## config.mk

```make
export PLATFORM = sky130hd
export DESIGN_NAME = instruction_fetch_unit
export DESIGN_NICKNAME = d
export VERILOG_FILES = /design/src/rtl/instruction_fetch_unit_pkg.sv /design/src/rtl/instruction_fetch_unit_fifo.sv /design/src/rtl/instruction_fetch_unit.sv
export SDC_FILE = /design/constraint.sdc
export NUM_CORES = 1
export LEC_CHECK = 0
export ABC_AREA = 1
export CAP_MARGIN = 20
export CORE_MARGIN = 2
export CORE_UTILIZATION = 35
export CTS_BUF_LIST = sky130_fd_sc_hd__clkbuf_4 sky130_fd_sc_hd__clkbuf_8 sky130_fd_sc_hd__clkbuf_16
export DETAILED_ROUTE_END_ITERATION = 10
export MAX_ROUTING_LAYER = met4
export SLEW_MARGIN = 30
export SYNTH_ARGS = -nofsm -noshare
export SYNTH_HDL_FRONTEND = slang
export SYNTH_SLANG_ARGS = --single-unit
export TNS_END_PERCENT = 50
```

## constraint.sdc

```tcl
create_clock -name clk_i -period 6.04 [get_ports clk_i]
set_clock_uncertainty 0.2 [all_clocks]
set_input_delay 1.208 -clock clk_i [delete_from_list [all_inputs] [get_ports clk_i]]
set_output_delay 1.208 -clock clk_i [all_outputs]
set_load 0.01 [all_outputs]
```

## src/rtl/instruction_fetch_unit_pkg.sv

```systemverilog
// Shared types and constants for the instruction fetch stage.
// Imported by the fetch unit top and its testbench.
package instruction_fetch_unit_pkg;

    localparam logic [31:0] RESET_VECTOR    = 32'h0000_0100;
    localparam logic [31:0] FETCH_BUBBLE    = 32'h0000_0000;
    localparam logic [31:0] WORD_MASK       = 32'hFFFF_FFFC;
    localparam int          PC_STEP_DEFAULT = 4;

    typedef enum logic [1:0] {
        ST_BOOT,
        ST_RUN,
        ST_DRAIN
    } fetch_state_e;

    // One buffered fetch: {pc, instr}, 64 bits
    typedef struct packed {
        logic [31:0] pc;
        logic [31:0] instr;
    } fetch_entry_t;

    function automatic logic [31:0] align_word(input logic [31:0] a);
        return a & WORD_MASK;
    endfunction

endpackage

```

## src/rtl/instruction_fetch_unit_fifo.sv

```systemverilog
// fetch_fifo: small parametric synchronous FIFO with flush.
// Head is presented combinationally; flush wins over push/pop.
module fetch_fifo #(
    parameter int  WIDTH = 64,
    parameter int  DEPTH = 2,
    localparam int CW    = $clog2(DEPTH + 1),
    localparam int PW    = (DEPTH > 1) ? $clog2(DEPTH) : 1
) (
    input  logic             clk_i,
    input  logic             rst_ni,
    input  logic             push_i,
    input  logic [WIDTH-1:0] data_i,
    input  logic             pop_i,
    input  logic             flush_i,
    output logic [WIDTH-1:0] head_o,
    output logic [CW-1:0]    count_o,
    output logic             empty_o
);

    logic [WIDTH-1:0] mem_q [DEPTH];
    logic [PW-1:0]    rd_q;
    logic [PW-1:0]    wr_q;
    logic [CW-1:0]    cnt_q;
    logic             do_push;
    logic             do_pop;

    function automatic logic [PW-1:0] bump(input logic [PW-1:0] p);
        return (p == PW'(DEPTH - 1)) ? '0 : p + PW'(1);
    endfunction

    assign empty_o = (cnt_q == '0);
    assign count_o = cnt_q;
    assign head_o  = mem_q[rd_q];
    assign do_pop  = pop_i & ~empty_o;
    assign do_push = push_i & ((cnt_q != CW'(DEPTH)) | do_pop);

    // Pointer and occupancy bookkeeping
    always_ff @(posedge clk_i or negedge rst_ni) begin
        if (!rst_ni) begin
            rd_q  <= '0;
            wr_q  <= '0;
            cnt_q <= '0;
        end else if (flush_i) begin
            rd_q  <= '0;
            wr_q  <= '0;
            cnt_q <= '0;
        end else begin
            if (do_push) wr_q <= bump(wr_q);
            if (do_pop)  rd_q <= bump(rd_q);
            cnt_q <= cnt_q + CW'(do_push) - CW'(do_pop);
        end
    end

    // Entry storage needs no reset; occupancy guards every read
    always_ff @(posedge clk_i) begin
        if (do_push && !flush_i) mem_q[wr_q] <= data_i;
    end

endmodule

```

## src/rtl/instruction_fetch_unit.sv

```systemverilog
// IF stage: owns the fetch PC, issues imem requests under a credit limit,
// buffers responses and presents {instruction, pc} to IF/ID.
module instruction_fetch_unit
    import instruction_fetch_unit_pkg::*;
#(
    parameter int          FIFO_DEPTH = 2,
    parameter int          PC_STEP    = PC_STEP_DEFAULT,
    parameter logic [31:0] RESET_PC   = RESET_VECTOR
) (
    input  logic        clk_i,
    input  logic        rst_ni,
    input  logic        stall_i,
    input  logic        redirect_valid_i,
    input  logic [31:0] redirect_pc_i,
    output logic        imem_req_o,
    output logic [31:0] imem_addr_o,
    input  logic        imem_gnt_i,
    input  logic        imem_rvalid_i,
    input  logic [31:0] imem_rdata_i,
    output logic [31:0] instruction_if_o,
    output logic [31:0] pc_if_o
);

    localparam int CW = $clog2(FIFO_DEPTH + 1);

    fetch_state_e  state_q;
    logic [31:0]   fetch_pc_q;
    logic [CW-1:0] discard_q;

    logic [CW-1:0] fifo_cnt;
    logic [CW-1:0] outstanding;
    logic          fifo_empty;
    logic          ipc_empty;
    fetch_entry_t  fifo_head;
    fetch_entry_t  fifo_push_data;
    logic [31:0]   ipc_head;
    logic          redir;
    logic          retire;
    logic          issue;
    logic          fifo_push;
    logic          fifo_pop;
    logic          rvalid_stray;
    logic [CW:0]   inflight;
    logic [CW-1:0] discard_new;

    assign redir        = redirect_valid_i & (state_q != ST_BOOT);
    assign rvalid_stray = imem_rvalid_i & ipc_empty;
    assign retire       = imem_rvalid_i & ~rvalid_stray;
    assign fifo_pop     = ~fifo_empty & ~stall_i & ~redir;
    assign fifo_push    = retire & (discard_q == '0) & ~redir;

    // The head leaving this cycle frees its slot, so a 1-cycle memory
    // streams at full rate with only two entries.
    assign inflight = (CW + 1)'(fifo_cnt) + (CW + 1)'(outstanding)
                    - (CW + 1)'(fifo_pop);

    assign imem_req_o  = (state_q == ST_RUN) & ~redir
                       & (inflight < (CW + 1)'(FIFO_DEPTH));
    assign imem_addr_o = fetch_pc_q;
    assign issue       = imem_req_o & imem_gnt_i;
    assign discard_new = outstanding + CW'(issue) - CW'(retire);

    assign fifo_push_data = '{pc: ipc_head, instr: imem_rdata_i};

    assign instruction_if_o = (!fifo_empty && !redir) ? fifo_head.instr
                                                      : FETCH_BUBBLE;
    assign pc_if_o          = (!fifo_empty && !redir) ? fifo_head.pc
                                                      : FETCH_BUBBLE;

    fetch_fifo #(
        .WIDTH ($bits(fetch_entry_t)),
        .DEPTH (FIFO_DEPTH)
    ) u_resp_fifo (
        .clk_i   (clk_i),
        .rst_ni  (rst_ni),
        .push_i  (fifo_push),
        .data_i  (fifo_push_data),
        .pop_i   (fifo_pop),
        .flush_i (redir),
        .head_o  (fifo_head),
        .count_o (fifo_cnt),
        .empty_o (fifo_empty)
    );

    // Issue-PC queue: its occupancy is the outstanding-request count
    fetch_fifo #(
        .WIDTH (32),
        .DEPTH (FIFO_DEPTH)
    ) u_issue_pc (
        .clk_i   (clk_i),
        .rst_ni  (rst_ni),
        .push_i  (issue),
        .data_i  (fetch_pc_q),
        .pop_i   (retire),
        .flush_i (1'b0),
        .head_o  (ipc_head),
        .count_o (outstanding),
        .empty_o (ipc_empty)
    );

    // Fetch FSM: PC advance, redirect reload and drain of stale responses
    always_ff @(posedge clk_i or negedge rst_ni) begin
        if (!rst_ni) begin
            state_q    <= ST_BOOT;
            fetch_pc_q <= RESET_PC;
            discard_q  <= '0;
        end else begin
            unique case (state_q)
                ST_BOOT: state_q <= ST_RUN;
                ST_RUN, ST_DRAIN: begin
                    if (redir) begin
                        fetch_pc_q <= align_word(redirect_pc_i);
                        discard_q  <= discard_new;
                        state_q    <= (discard_new != '0) ? ST_DRAIN : ST_RUN;
                    end else begin
                        if (issue) fetch_pc_q <= fetch_pc_q + 32'(PC_STEP);
                        if (retire && discard_q != '0) begin
                            discard_q <= discard_q - CW'(1);
                            if (discard_q == CW'(1)) state_q <= ST_RUN;
                        end
                    end
                end
                default: state_q <= ST_BOOT;
            endcase
        end
    end

endmodule

```

## Word-level counts from Yosys, hierarchy flattened

Memories as Yosys holds them, arrays and structs flattened.
Cells that the tools add are included.

| storage, ports and cells | value |
|---|---|
| register bits after elaboration | 44 |
| memory bits (writable) | 192 |
| input bits | 70 |
| output and inout port bits | 97 |
| word-level logic and storage cells | 98 |
| memories kept | 2 |

| operators by class | value |
|---|---|
| add/subtract/negate cells | 14 |
| magnitude comparators | 1 |
| equality and inequality tests | 7 |
| mux-type cells | 24 |
| bitwise operators | 21 |
| reduce and logical (&&, ||, !) cells | 20 |

Memories:

| name | words | bits a word | read ports | clocked after memory_dff | write ports | line | source |
|---|---|---|---|---|---|---|---|
| u_resp_fifo.mem_q | 2 | 64 | 1 | 0 | 1 | instruction_fetch_unit_fifo.sv:20 | `logic [WIDTH-1:0] mem_q [DEPTH];` |
| u_issue_pc.mem_q | 2 | 32 | 1 | 0 | 1 | instruction_fetch_unit_fifo.sv:20 |  |

Operator list:

| operator | number |
|---|---|
| $mux W32 | 4 |
| $add A32 B3 Y32 const B | 1 |
| $and A1 B1 Y1 | 14 |
| $mux W2 | 7 |
| $reduce_bool A2 Y1 | 7 |
| $mux W1 | 12 |
| $logic_not A2 Y1 | 4 |
| $add A2 B1 Y2 | 3 |
| $ne A3 B3 Y1 const B | 2 |
| $reduce_and A2 Y1 | 3 |
| $sub A2 B1 Y2 | 3 |
| $not A1 Y1 | 5 |
| $add A1 B1 Y1 const B | 4 |
| $eq A2 B1 Y1 const B | 2 |
| $ne A2 B2 Y1 const B | 2 |
| $pmux W2 S2 | 1 |
| $add A2 B2 Y3 | 1 |
| $logic_and A1 B1 Y1 | 3 |
| $lt A3 B2 Y1 const B | 1 |
| $sub A3 B1 Y3 | 1 |
| $eq A2 B2 Y1 const B | 1 |
| $logic_not A1 Y1 | 2 |
| $or A1 B1 Y1 | 2 |
| $reduce_or A2 Y1 | 1 |
| $sub A2 B1 Y2 const B | 1 |

## Logic depth before layout (Yosys ltp)

| logic depth | value |
|---|---|
| depth after elaboration | 14 |
| depth in mapped cells | 21 |
| gate-level depth less buffers | 21 |

## By module

A second synthesis with hierarchy kept.

| unflattened totals | value |
|---|---|
| cells, all modules | 1,191 |
| area, all modules | 11,094.4 um^2 |

Modules (own cells, without submodules):

| module | times used | cells an instance | area each (um^2) | sequential area each (um^2) |
|---|---|---|---|---|
| fetch_fifo (u_resp_fifo) | 1 | 372 | 4,937.2 | 3,943.8 |
| instruction_fetch_unit | 1 | 614 | 3,517.1 | 852.1 |
| fetch_fifo (u_issue_pc) | 1 | 205 | 2,640.0 | 2,021.9 |

## Least setup slack after synthesis

OpenSTA, ideal clock, no wires.

| path | value |
|---|---|
| path kind | in2reg |
| start point | input port redirect_valid_i |
| end point | memory u_resp_fifo.mem_q[1][0] (enable) |
| library setup time | 0.482 ns |
| arrival | 4.393 ns |
| required time | 5.358 ns |
| setup slack | 0.965 ns |
| cell stages on the path | 7 |
| cells stage by stage | inv_1 -> nor2_4 -> a21oi_1 -> nand2_1 -> inv_1 -> o21bai_1 -> nor2_1 |

| on the way | value |
|---|---|
| cells in the longest elaborated chain, start to end | 9 |

Ends and longest elaborated chain:

| item | line | source |
|---|---|---|
| start, declared | instruction_fetch_unit.sv:13 | `input logic redirect_valid_i,` |
| $and A1 B1 Y1 (*) | instruction_fetch_unit.sv:46 | `assign redir = redirect_valid_i & (state_q != ST_BOOT);` |
| $not A1 Y1 | instruction_fetch_unit.sv:49, instruction_fetch_unit.sv:50 |  |
| $and A1 B1 Y1 | instruction_fetch_unit.sv:49 | `assign fifo_pop = ~fifo_empty & ~stall_i & ~redir;` |
| $and A1 B1 Y1 | instruction_fetch_unit_fifo.sv:34 | `assign do_pop = pop_i & ~empty_o;` |
| $or A1 B1 Y1 | instruction_fetch_unit_fifo.sv:35 | `assign do_push = push_i & ((cnt_q != CW'(DEPTH)) \| do_pop);` |
| $and A1 B1 Y1 | instruction_fetch_unit_fifo.sv:35 |  |
| $logic_and A1 B1 Y1 (*) | instruction_fetch_unit_fifo.sv:56 | `if (do_push && !flush_i) mem_q[wr_q] <= data_i;` |
| $mux W1 (*) | instruction_fetch_unit_fifo.sv:56 |  |
| $mux W1 (implied by the code) (*) | instruction_fetch_unit_fifo.sv:56 |  |
| end, declared | instruction_fetch_unit_fifo.sv:20 |  |

Every way passes the cells marked *; elsewhere a longest branch is shown, timed or not.

## Final worst setup path

| path | value |
|---|---|
| start point | input port redirect_valid_i |
| end point | output port imem_req_o |

| on the way | value |
|---|---|
| cells in the longest elaborated chain, start to end | 6 |

Ends and longest elaborated chain:

| item | line | source |
|---|---|---|
| $and A1 B1 Y1 (*) | instruction_fetch_unit.sv:46 |  |
| $not A1 Y1 (*) | instruction_fetch_unit.sv:49, instruction_fetch_unit.sv:57 |  |
| $and A1 B1 Y1 | instruction_fetch_unit.sv:49 |  |
| $sub A3 B1 Y3 | instruction_fetch_unit.sv:55 | `- (CW + 1)'(fifo_pop);` |
| $lt A3 B2 Y1 | instruction_fetch_unit.sv:58 | `& (inflight < (CW + 1)'(FIFO_DEPTH));` |
| $and A1 B1 Y1 (*) | instruction_fetch_unit.sv:58 |  |
| end, declared | instruction_fetch_unit.sv:15 | `output logic imem_req_o,` |

Marked as above.

==> results.md <==
- Outcome: completed
- Highest ir drop seen on vdd: about 0.23 mV
- Final setup violating endpoints: 0
- Switching power: between 2000 and 2500 uW
- H-tree depth: 1
- First-pass GRT wire length: 36580 um
- Sequential share of the synthesized area: 0.6605
- Final instance area: 12840 sq um
- Pwr/cell area: roughly 470 nW/um^2
- RSZ-0062 raised after global routing: no
- CTS tree: yes
- Synth Flop Type: edfxtp_1
- Worst setup SP type: primary input
- Worst r2r dst: u_issue_pc.mem_q[1][14]
- DR pass1 iterations: 6
- Largest net degree at the start of global routing: 65
- ANT nets after route: 0
- Post-CTS sizing: 0
- Most frequent cells in the layout: 390 x nand2_1, 184 x edfxtp_1, 159 x clkdlybuf4s50_1, 88 x nor2_1, 66 x a21oi_1
- Reg2Reg Launch Point: state_q[1]
- Synth Instances: about 1000
- Dpl cell area: 11960 sq um
- Post-route clock period utilization: 0.9134
- Net Sw Frac: 0.3477
- Reg2reg path depth: 16
- Period minus WS final: around 5500 ps
- Placer congestion estimate: 0.8778
- Post-CTS setup buffers: 0
- Die X: ~170 um
- Clock Latency Late Sink: 510 ps
- Total CTS buffers: 25
- Proportion of power drawn by the clock network: 0.267
- # rows: 61
- Setup TNS: 0 ps
- Register bit total from synthesis: 226
- DRC: 0
- CP Max Fanout: 4
- CTS Sinks: roughly 230
- Clock Path Buffers: 3
- Crit Path Category: in -> out
- Max Clock Freq: 181.3 MHz
- FF/Latch Area: 6580 sq um
- Die height: 172.7 um
- IO Port Bufs: 160
- MaxCap Viol Count: 0
- 1st-iter DRT viols: 445
- Flop pwr share: 0.385
- Diodes inserted: 0
- Final Max Slew Viols: 0
- Clk root buf: clkbuf_16
- Cell leakage power: 0.004995 uW
- Crit path launch: redirect_valid_i
- Vias in the first global route: 6916
- Routed vias/inst: 4.551
- Worst Setup EP: imem_req_o
- Max-Slew Margin vs Limit: 0.5007
- Nets: approximately 1200
- Crit end category: output pin
- Synthesized area per cell: roughly 10 sq um
- Top Ports: between 150 and 200
- CP arrival: 4110 ps
- EDFF count, synth: 184
- Netlist Area Pre-Place: 9958 sq um
- Multi-input gate area: approximately 3000 sq um
- Reg2Reg Setup Slack: 2300 ps
- Clk slew on worst S/H paths: 60 ps
- Final core utilization: 0.4596
- Die area: ~30000 sq um
- Hold Crit Class: reg -> reg
- Fillers: 2613
- Comb pwr share: 0.348
- Worst-Margin Slew: 749.0 ps
- Yosys cell types: 31
- Final hold vios: 0
- Total GRT Usage: 0.1557
- Synth Warn #: 0
- Core footprint: 27930 sq um
- Initial antenna violation count: 0
- Hold buffers post-CTS: 0
- Post-Route WL: 22500 um
- Via count: 7059
- Gr ovfl total: 0
- Detailed placement HPWL: between 10000 and 15000 um
- Commonest non-fill, non-tap cell in the layout: nand2_1
- Synth-to-layout area growth: 28.92%
- Int Pwr: 3943 uW
- Starting density of the core: 0.3565
- WL/cell: 14.51 um
- Share of synthesized registers carrying an async set or reset: 0.1858
- Worst Path Required: 4630 ps
- Layout cells sized above 1: 0.06820
==> Yosys cell counts, types with 4 or more instances <==
cell | number | area (sq um)
nand2_1 | 390 | 1464
edfxtp_1 | 184 | 5525
nor2_1 | 91 | 341.6
a21oi_1 | 66 | 330.3
inv_1 | 57 | 214.0
dfrtp_1 | 41 | 1026
nand3_1 | 41 | 205.2
o21ai_0 | 29 | 145.1
clkbuf_1 | 21 | 78.83
ha_1 | 13 | 162.7
buf_2 | 8 | 40.04
nor2_2 | 8 | 50.05
buf_1 | 6 | 22.52
xnor2_1 | 6 | 52.55
buf_4 | 5 | 37.54
nor2_4 | 5 | 56.30
xor2_1 | 4 | 35.03
==> registers in the layout (all words and copies together), names as in the netlist <==
register,cells
discard_q,2
imem_addr_o,30
state_q,2
u_issue_pc.count_o,2
u_issue_pc.mem_q,60
u_issue_pc.rd_q,1
u_issue_pc.wr_q,1
u_resp_fifo.count_o,2
u_resp_fifo.mem_q,124
u_resp_fifo.rd_q,1
u_resp_fifo.wr_q,1
==> power by group through the flow <==
stage          sequential, uW  clock [uW]  combinational, uW
5_1_grt                  2370        1730               2380
3_3_place_gp             2340           0               2110
2_1_floorplan            2280           0               1230
6_report                 2320        1620               2100
3_5_place_dp             2350           0               2130
4_1_cts                  2320        1660               2150
==> layout make-up <==
class                   instances  area share
clock inverters                13     0.01666
inverters                      60     0.01754
multi-input cells             672      0.2319
flip-flops and latches        226      0.5125
clock buffers                  30     0.05214
repair buffers                172      0.1323
well taps                     378     0.03684
==> kinds of logic (layout without fill, tap and decap cells) <==
kind of cell,count (synthesis),in the layout,share of synthesized area
simple gates,543,543,0.2177
flops,226,226,0.6605
buf+inv,102,275,0.04285
compound gates,101,101,0.05139
fa+ha+maj,14,14,0.01834
xor+xnor,10,10,0.008795
other cells,1,4,0.0003766
==> worst max-delay path: stages <==
cell and delay, ps:
clkdlybuf4s50_1 390, inv_1 90, nor2_4 40, a21oi_1 210, nand2_1 140, inv_1 80, ha_1 220, or2_2 300
fa_1 490, nand2_1 70, nor4_1 280, clkdlybuf4s50_1 580
==> worst min-delay path by stage <==
stage                             from                        to  slack [ps]  cells past startpoint
3_5_place_dp          u_resp_fifo.wr_q          u_resp_fifo.wr_q         290                      2
3_3_place_gp          u_resp_fifo.wr_q          u_resp_fifo.wr_q         280                      2
4_1_cts                 imem_addr_o[8]            imem_addr_o[8]         330                      2
6_report       u_issue_pc.mem_q[0][22]  u_resp_fifo.mem_q[1][54]         330                      2
5_1_grt        u_issue_pc.mem_q[1][22]  u_resp_fifo.mem_q[0][54]         370                      2
2_1_floorplan         u_resp_fifo.wr_q          u_resp_fifo.wr_q         270                      2
==> metal layers <==
layer  vias to the layer above  share of wire  global-route usage
met5                         -              0                   -
met2                       186           0.46              0.2460
met4                         0          0.021             0.03955
met3                        36          0.050             0.02243
li1                       3590              -                   -
met1                      3247           0.47              0.2124
==> through the flow <==
step | total power, uW | worst slack (ps) | instances | hold WS [ps]
global placement | 4450 | 583.1 | 1508 | 283.2
finish | 6045 | 523.2 | 1551 | 333.6
detailed placement | 4487 | 500.1 | 1508 | 292.3
global route | 6478 | 272.9 | 1551 | 365.8
floorplan | 3512 | 965.1 | 1000 | 268.7
CTS | 6131 | 485.0 | 1551 | 334.7
(Power assumes the default switching activity.)
